<file path="src/rtl/cook_pkg.sv">
// Shared state encodings and default timing constants for the cook controller.
package cook_pkg;

  // One-hot so the state register can drive o_state directly.
  typedef enum logic [3:0] {
    ST_IDLE  = 4'b0001,
    ST_RUN   = 4'b0010,
    ST_PAUSE = 4'b0100,
    ST_DONE  = 4'b1000
  } cook_state_e;

  localparam int unsigned STEP_SEC_DEF = 10;
  localparam int unsigned MAX_SEC_DEF  = 999;

endpackage

</file>
<file path="src/rtl/cook_tick_gen.sv">
// One-second prescaler: pulses tick for one cycle every CLK_HZ enabled cycles.
module cook_tick_gen #(
  parameter int unsigned CLK_HZ = 100_000_000
) (
  input  logic clk,
  input  logic reset,
  input  logic clr,
  input  logic en,
  output logic tick
);

  localparam int unsigned CntW = (CLK_HZ > 1) ? $clog2(CLK_HZ) : 1;
  localparam logic [CntW-1:0] CntMax = CntW'(CLK_HZ - 1);

  logic [CntW-1:0] cnt_q;

  assign tick = en && (cnt_q == CntMax);

  always_ff @(posedge clk or negedge reset) begin
    if (!reset) begin
      cnt_q <= '0;
    end else if (clr) begin
      cnt_q <= '0;
    end else if (en) begin
      cnt_q <= tick ? '0 : cnt_q + CntW'(1);
    end
  end

endmodule

</file>
<file path="src/rtl/cook_ctrl.sv">
// Microwave sequencing controller: cook-time setting, start/pause/resume and countdown.
// Optional door interlock enabled by defining COOK_DOOR_EN (adds the door_open port).
module cook_ctrl
  import cook_pkg::*;
#(
  parameter int unsigned CLK_HZ   = 100_000_000,
  parameter int unsigned STEP_SEC = STEP_SEC_DEF,
  parameter int unsigned MAX_SEC  = MAX_SEC_DEF,
  parameter int unsigned SEC_W    = $clog2(MAX_SEC + 1)
) (
  input  logic             clk,
  input  logic             reset,
  input  logic             btn_start,
  input  logic             btn_up,
  input  logic             btn_down,
  input  logic             finish,
  output logic [SEC_W-1:0] o_sec,
  output logic             o_run,
  output logic [3:0]       o_state
`ifdef COOK_DOOR_EN
  ,
  input  logic             door_open
`endif
);

  localparam logic [SEC_W:0] StepW = (SEC_W + 1)'(STEP_SEC);
  localparam logic [SEC_W:0] MaxW  = (SEC_W + 1)'(MAX_SEC);

  cook_state_e state_q;

  // Bit order {start, up, down}; evt_q holds one-cycle press pulses.
  logic [2:0] sync_q, prev_q, evt_q;
  logic       ev_start, ev_up, ev_down, up_ok, dn_ok;
  logic       tick, door_hold;
  logic [SEC_W:0]   sum_w;
  logic [SEC_W-1:0] sec_up, sec_dn;

  always_ff @(posedge clk or negedge reset) begin
    if (!reset) begin
      sync_q <= '0;
      prev_q <= '0;
      evt_q  <= '0;
    end else begin
      sync_q <= {btn_start, btn_up, btn_down};
      prev_q <= sync_q;
      evt_q  <= sync_q & ~prev_q;
    end
  end

  assign ev_start = evt_q[2];
  assign ev_up    = evt_q[1];
  assign ev_down  = evt_q[0];
  // Start wins over up/down; opposing up+down cancel.
  assign up_ok    = ev_up & ~ev_down & ~ev_start;
  assign dn_ok    = ev_down & ~ev_up & ~ev_start;

`ifdef COOK_DOOR_EN
  assign door_hold = door_open;
`else
  assign door_hold = 1'b0;
`endif

  always_comb begin
    sum_w  = {1'b0, o_sec} + StepW;
    sec_up = (sum_w > MaxW) ? MaxW[SEC_W-1:0] : sum_w[SEC_W-1:0];
    sec_dn = ({1'b0, o_sec} > StepW) ? (o_sec - StepW[SEC_W-1:0]) : '0;
  end

  // Held clear outside RUN, so every RUN entry starts a full second.
  cook_tick_gen #(
    .CLK_HZ(CLK_HZ)
  ) u_tick_gen (
    .clk  (clk),
    .reset(reset),
    .clr  (state_q != ST_RUN),
    .en   (state_q == ST_RUN),
    .tick (tick)
  );

  assign o_state = state_q;

  always_ff @(posedge clk or negedge reset) begin
    if (!reset) begin
      state_q <= ST_IDLE;
      o_sec   <= '0;
      o_run   <= 1'b0;
    end else begin
      unique case (state_q)
        ST_IDLE: begin
          if (ev_start) begin
            if ((o_sec != '0) && !door_hold) begin
              state_q <= ST_RUN;
              o_run   <= 1'b1;
            end
          end else if (up_ok) begin
            o_sec <= sec_up;
          end else if (dn_ok) begin
            o_sec <= sec_dn;
          end
        end
        ST_RUN: begin
          if (ev_start || door_hold) begin
            state_q <= ST_PAUSE;
            o_run   <= 1'b0;
          end else if (tick) begin
            if (o_sec <= SEC_W'(1)) begin
              o_sec   <= '0;
              state_q <= ST_DONE;
              o_run   <= 1'b0;
            end else begin
              o_sec <= o_sec - SEC_W'(1);
            end
          end
        end
        ST_PAUSE: begin
          if (ev_start) begin
            if (!door_hold) begin
              state_q <= ST_RUN;
              o_run   <= 1'b1;
            end
          end else if (up_ok) begin
            o_sec <= sec_up;
          end else if (dn_ok) begin
            o_sec <= sec_dn;
            if (sec_dn == '0) state_q <= ST_IDLE;
          end
        end
        ST_DONE: begin
          o_sec <= '0;
          o_run <= 1'b0;
          if (finish || (|evt_q)) state_q <= ST_IDLE;
        end
        default: begin
          state_q <= ST_IDLE;
          o_sec   <= '0;
          o_run   <= 1'b0;
        end
      endcase
    end
  end

endmodule

</file>
<file path="config.mk">
export PLATFORM = sky130hd
export DESIGN_NAME = cook_ctrl
export DESIGN_NICKNAME = d
export VERILOG_FILES = /design/src/rtl/cook_pkg.sv /design/src/rtl/cook_tick_gen.sv /design/src/rtl/cook_ctrl.sv
export SDC_FILE = /design/constraint.sdc
export NUM_CORES = 1
export LEC_CHECK = 0
export CAP_MARGIN = 20
export CORE_ASPECT_RATIO = 1.2
export CORE_MARGIN = 3
export CORE_UTILIZATION = 50
export DETAILED_ROUTE_END_ITERATION = 7
export DONT_BUFFER_PORTS = 1
export PLACE_DENSITY = 0.68
export SYNTH_ARGS = -nofsm -noshare
export SYNTH_HDL_FRONTEND = slang
export SYNTH_SLANG_ARGS = --single-unit
export TNS_END_PERCENT = 30
</file>
<file path="constraint.sdc">
create_clock -name clk -period 3.4 [get_ports clk]
set_input_delay 0.51 -clock clk [delete_from_list [all_inputs] [get_ports clk]]
set_output_delay 0.51 -clock clk [all_outputs]
set_load 0.01 [all_outputs]
</file>
; ---- Word level (Yosys, flattened, before mapping)
; Index checks and enable logic that the tools add are counted.
[totals]
inputBits = 6
mem_bits_ro = 0
output_inout_bits = 15
mem_bits_rw = 0
n_memories = 0
elab_cells = 82
register_bits = 51
latch_bits = 0
[classes]
reduce_logical = 10
n_shift = 0
n_eq_ne = 19
magnitude_cmp = 3
add_sub_neg = 4
n_div = 0
multipliers = 0
n_bitwise = 9
mux = 30
[op_table]
columns = op, count
row1 = 27-bit 2-to-1 mux, 3
row2 = 10-bit 2-to-1 mux, 8
row3 = 4-bit 2-to-1 mux, 10
row4 = "27-bit by 1-bit adder with 27-bit output, second input constant", 1
row5 = "27-bit == test, second input constant", 1
row6 = 10-bit one-hot mux with 2 select lines, 1
row7 = 4-bit one-hot mux with 4 select lines, 1
row8 = "3-bit != test, second input constant", 5
row9 = "2-bit != test, second input constant", 7
row10 = "10-bit by 4-bit adder with 11-bit output, second input constant", 1
row11 = "11-bit by 10-bit > comparator with 1-bit output, second input constant", 1
row12 = "10-bit by 4-bit > comparator with 1-bit output, second input constant", 1
row13 = "10-bit by 1-bit <= comparator with 1-bit output, second input constant", 1
row14 = 10-bit logical NOT, 1
row15 = 10-bit nonzero test, 1
row16 = "10-bit by 1-bit subtractor with 10-bit output, second input constant", 1
row17 = "10-bit by 4-bit subtractor with 10-bit output, second input constant", 1
row18 = 8-bit AND reduction, 1
row19 = 1-bit 2-to-1 mux, 6
row20 = 5-bit AND reduction, 1
row21 = 1-bit AND, 4
row22 = "4-bit by 1-bit == test with 1-bit output, second input constant", 1
row23 = "4-bit by 2-bit == test with 1-bit output, second input constant", 1
row24 = "4-bit by 3-bit == test with 1-bit output, second input constant", 1
row25 = 13 further kinds, 15

; ---- Longest topological paths before layout
[depth]
depth_word = 8
ltp_mapped = 9
ltp_nobuf = 9

; ---- Hierarchy
; Synthesis repeated with hierarchy kept, for this count alone.
[unflattened]
cells_unflattened = 438
hier_area_um2 = 3698.5
[modules_own_cells]
columns = module, area_per_inst_um2, cells_each, instances, seq_area_each_um2
row1 = cook_ctrl, 2089.5, 260, 1, 601.8
row2 = cook_tick_gen, 1609.0, 178, 1, 675.6

; ---- Worst setup path before layout
; OpenSTA, ideal clock, no wires.
[synth_timing]
path_type = register to register
startpoint = register o_sec[1]
endpoint = register o_sec[4]
arrival_ns = 2.238
path_slack_ns = 1.091
required_time_ns = 3.329
synth_period_minus_slack_ns = 2.309
stages_incl_launch_ff = 10
path_buffers = 0
setup_ns = 0.071
cell_sequence = dfrtp_1 > inv_1 > ha_1 > nand2_1 > a311oi_1 > o22ai_1 > a22oi_1 > a2111oi_2 > or4_1 > nand4_1
[synth_via]
elab_chain_len = 6
word_cells_on_any_way = 15
cone_classes = add/sub: 3 / order compare: 3 / mux: 9
[synth_lines]
columns = item, line_no
row1 = start: declaration, cook_ctrl.sv:17  ; output logic [SEC_W-1:0] o_sec,
row2 = start signal: assignment, cook_ctrl.sv:96  ; o_sec <= sec_up;
row3 = start signal: assignment, cook_ctrl.sv:98  ; o_sec <= sec_dn;
row4 = start signal: assignment, cook_ctrl.sv:111  ; o_sec <= o_sec - SEC_W'(1);
row5 = 10-bit by 4-bit adder with 11-bit output (tied with other cells), cook_ctrl.sv:64  ; sum_w = {1'b0, o_sec} + StepW;
row6 = 11-bit by 10-bit > comparator with 1-bit output or 10-bit 2-to-1 mux (tied branches), "cook_ctrl.sv:65, cook_ctrl.sv:66"
row7 = "10-bit 2-to-1 mux, on equally long branches", "cook_ctrl.sv:65, cook_ctrl.sv:97, cook_ctrl.sv:123"
row8 = 10-bit 2-to-1 mux, cook_ctrl.sv:121  ; end else if (up_ok) begin
row9 = 10-bit 2-to-1 mux, cook_ctrl.sv:116  ; if (ev_start) begin
row10 = 10-bit one-hot mux with 2 select lines (*), cook_ctrl.sv:88  ; unique case (state_q)
; Mark *: on every way between the ends. The rest lies on a longest branch, timed or not. The select of a mux whose other input is x is not followed.
; A chain may end at the register's enable or synchronous reset.

; ---- Worst setup path in the final report
[layout_timing]
startpoint = register o_sec[1]
endpoint = register o_sec[1]
; The elaborated chain is that of the path after synthesis.

==> metrics.csv <==
stage,metric,value,unit
synthesis,library cells used by synthesis,62,
setup_path,CP endpoint kind,register,
routing,drt initial violations,231,
sta,"Period Utilization, post-route",80.5,%
global_route,first-pass GRT wire length,13100,µm
power,LEAKAGE,1.40,nW
setup_path,Worst Path Arrival,2950,ps
placed_design,post-DP HPWL,5490,µm
sta,Max Slew Vio Count,0,
synthesis,Synth Area in Adders,3.03,%
sta,Setup TNS,0,ps
synthesis,synthesized area,3310,µm²
die,row cnt,31,
synthesis,"Seq/Total Area, Yosys",38.6,%
global_route,largest net degree at the start of global routing,51,
final_layout,area of the multi-input gates,1900,µm²
synthesis,Synth area leader,dfrtp_1,
final_layout,register area,1280,µm²
setup_path,worst path required time,3620,ps
status,outcome,"complete, no violations",
global_route,Overflow after GRT,0,
sta,Slew @ Worst Pin,755,ps
synthesis,largest family of logic cells by synthesized area,simple AND/OR/NAND/NOR gates,
synthesis,Syn. warnings,0,
final_layout,Final Instance Area,3500,µm²
placed_design,IO Port Bufs,0,
cts,H-tree lvl count,2,
routing,number of remaining DRC errors,0,
routing,Vias,2794,
setup_path,CP Max Fanout,11,
cts,# hold bufs at CTS,1,
synthesis,Synth top area share,37.8,%
synthesis,xor/xnor share of the synthesized area,10.1,%
final_layout,"commonest non-fill, non-tap cell in the layout",nor2_1,
setup_path,critical path type,reg -> reg,
placed_design,DP Area,3360,µm²
sta,post-layout minimum cycle time,2740,ps
power,worst vdd ir,0.375,mV
synthesis,#FFs+latches synth,51,
routing,Post-DRT Antenna Nets,0,
cts,Worst-path clk slew,100,ps
routing,vias per cell,6.06,
final_layout,Antenna Cells,0,
synthesis,mux share of post-synthesis cell area,0.605,%
routing,drt wl/cell,16.6,µm
sta,final setup skew,18.1,ps
synthesis,cells after synthesis,379,
synthesis,"Top FF cell, synth",dfrtp_1,
synthesis,syn nets,393,
global_route,initial antenna violation count,0,
synthesis,synthesized area per cell,8.73,µm²
placed_design,RePlAce Congestion,0.987,
routing,drt first pass iters,6,
synthesis,asr flop ratio synth,100,%
cts,TritonCTS Buffers,5,
setup_path,Worst Setup SP,o_sec[1],
setup_path,R2R Path Start,o_sec[1],
synthesis,"area fraction in and, or, nand and nor cells after synthesis",28.8,%
synthesis,"top cells by area, synth","dfrtp_1, nor2_1, xor2_1, xnor2_1, nand2_1",
cts,CTS Sinks,51,
setup_path,CP Launch Type,register,
sta,final setup violating endpoints,0,
final_layout,Fill cells,551,
worst_hold_path,Hold Crit Class,in -> async,
die,initial core utilization,53.3,%
die,Placeable Area,6210,µm²
run,max-capacitance violation count,0,
synthesis,Post-synth EDFFs,0,
cts,Clock Latency Late Sink,310,ps
cts,CTS root buffer,clkbuf_8,
die,Die Area,7630,µm²
global_route,vias in the first global route,2765,
final_layout,Final #Nets,392,
sta,RSZ-0062 raised after global routing,no,
cts,post-CTS sizing,0,
synthesis,Synth Area in Compound Gates,15.0,%
global_route,gr usage total,22.0,%
final_layout,ratio of cells with drive above 1 in the final layout,9.76,%
cts,CTS tree,yes,
sta,slew margin rel.,49.1,%
sta,Fmax,365,MHz
die,die height,95.1,µm
die,Die X,80.3,µm
sta,final count of hold timing violations,0,
cts,clock buffer depth,2,
power,power per cell area,699,nW/µm²
cts,Post CTS Setup Buffer Count,0,
final_layout,Area growth syn-to-layout,5.82,%
final_layout,"commonest non-fill, non-tap cells in the layout","nor2_1, dfrtp_1, nand2_1",
routing,final WL,7660,µm
die,# IOs,21,
-- registers in the layout, summed over array words and instances, names as in the netlist --
signal	cells
sync_q	3
o_sec	10
u_tick_gen.cnt_q	27
evt_q	3
prev_q	3
o_run	1
o_state	4
-- power breakdown --
| part | leakage [nW] | internal [mW] | switching, mW |
|---|---|---|---|
| clock network | 0.0514 | 0.220 | 0.207 |
| registers | 0.684 | 0.677 | 0.132 |
| logic | 0.661 | 0.449 | 0.762 |
| total | 1.40 | 1.35 | 1.10 |
-- critical path, cell delays in order (launching register included) --
cell and delay (ps):
dfrtp_1 580, inv_1 200, ha_1 380, nand2_1 90
a31oi_1 100, o31ai_1 240, a22oi_1 130, a2111oi_2 570
o21ai_0 250, o311ai_2 100
-- cell families after synthesis --
logic type                 count (synthesis)
AOI/OAI and AO/OA                         77
muxes                                      2
and+or+nand+nor                          179
adders and majority gates                  8
buffers and inverters                     24
xor gates and xnor gates                  38
DFF                                       51
-- cells in the mapped netlist (all sizes together) (5+ instances only) --
library cell  count
a21oi            19
a31oi             5
and3              5
buf               9
clkbuf            7
dfrtp            50
ha                8
inv               8
nand2            38
nand3            22
nand4            10
nor2             54
nor2b             6
nor3              6
nor4              7
o21ai            29
or3               5
xnor2            17
xor2             21
-- cell type report --
type	instances	area share, %
Sequential cell	51	36.5
Clock buffer	6	2.07
Multi-Input combinational cell	304	54.3
Clock inverter	2	1.07
Tap cell	82	2.93
Inverter	8	0.858
Timing Repair Buffer	8	2.29
-- stage by stage --
step | hold slack (ps) | std cells | setup slack (ps) | power (mW) | utilization, %
6_report | 20.2 | 461 | 663 | 2.45 | 56.4
5_1_grt | 6.76 | 461 | 451 | 2.62 | 56.4
4_1_cts | 23.2 | 461 | 694 | 2.44 | 56.4
3_5_place_dp | 216 | 452 | 720 | 2.00 | 54.2
3_3_place_gp | 216 | 452 | 807 | 1.99 | 54.2
2_1_floorplan | 214 | 379 | 1090 | 1.74 | -
-- final timing paths --
path	to	slack (ps)	cells after the start
min in group clk	sync_q[1]	220	0
max in group asynchronous	u_tick_gen.cnt_q[8]	3110	1
max reg2reg	o_sec[1]	660	9
max	o_sec[1]	660	9
min reg2reg	prev_q[0]	380	0
min	o_sec[0]	20	1
-- routing by layer --
metal	vias up	global-route usage [%]	wire length, µm
met5	-	0	0
li1	1343	-	-
met2	97	36.5	3800
met1	1329	27.4	3140
met4	0	12.0	327
met3	25	3.21	385
(Power assumes the default switching activity.)
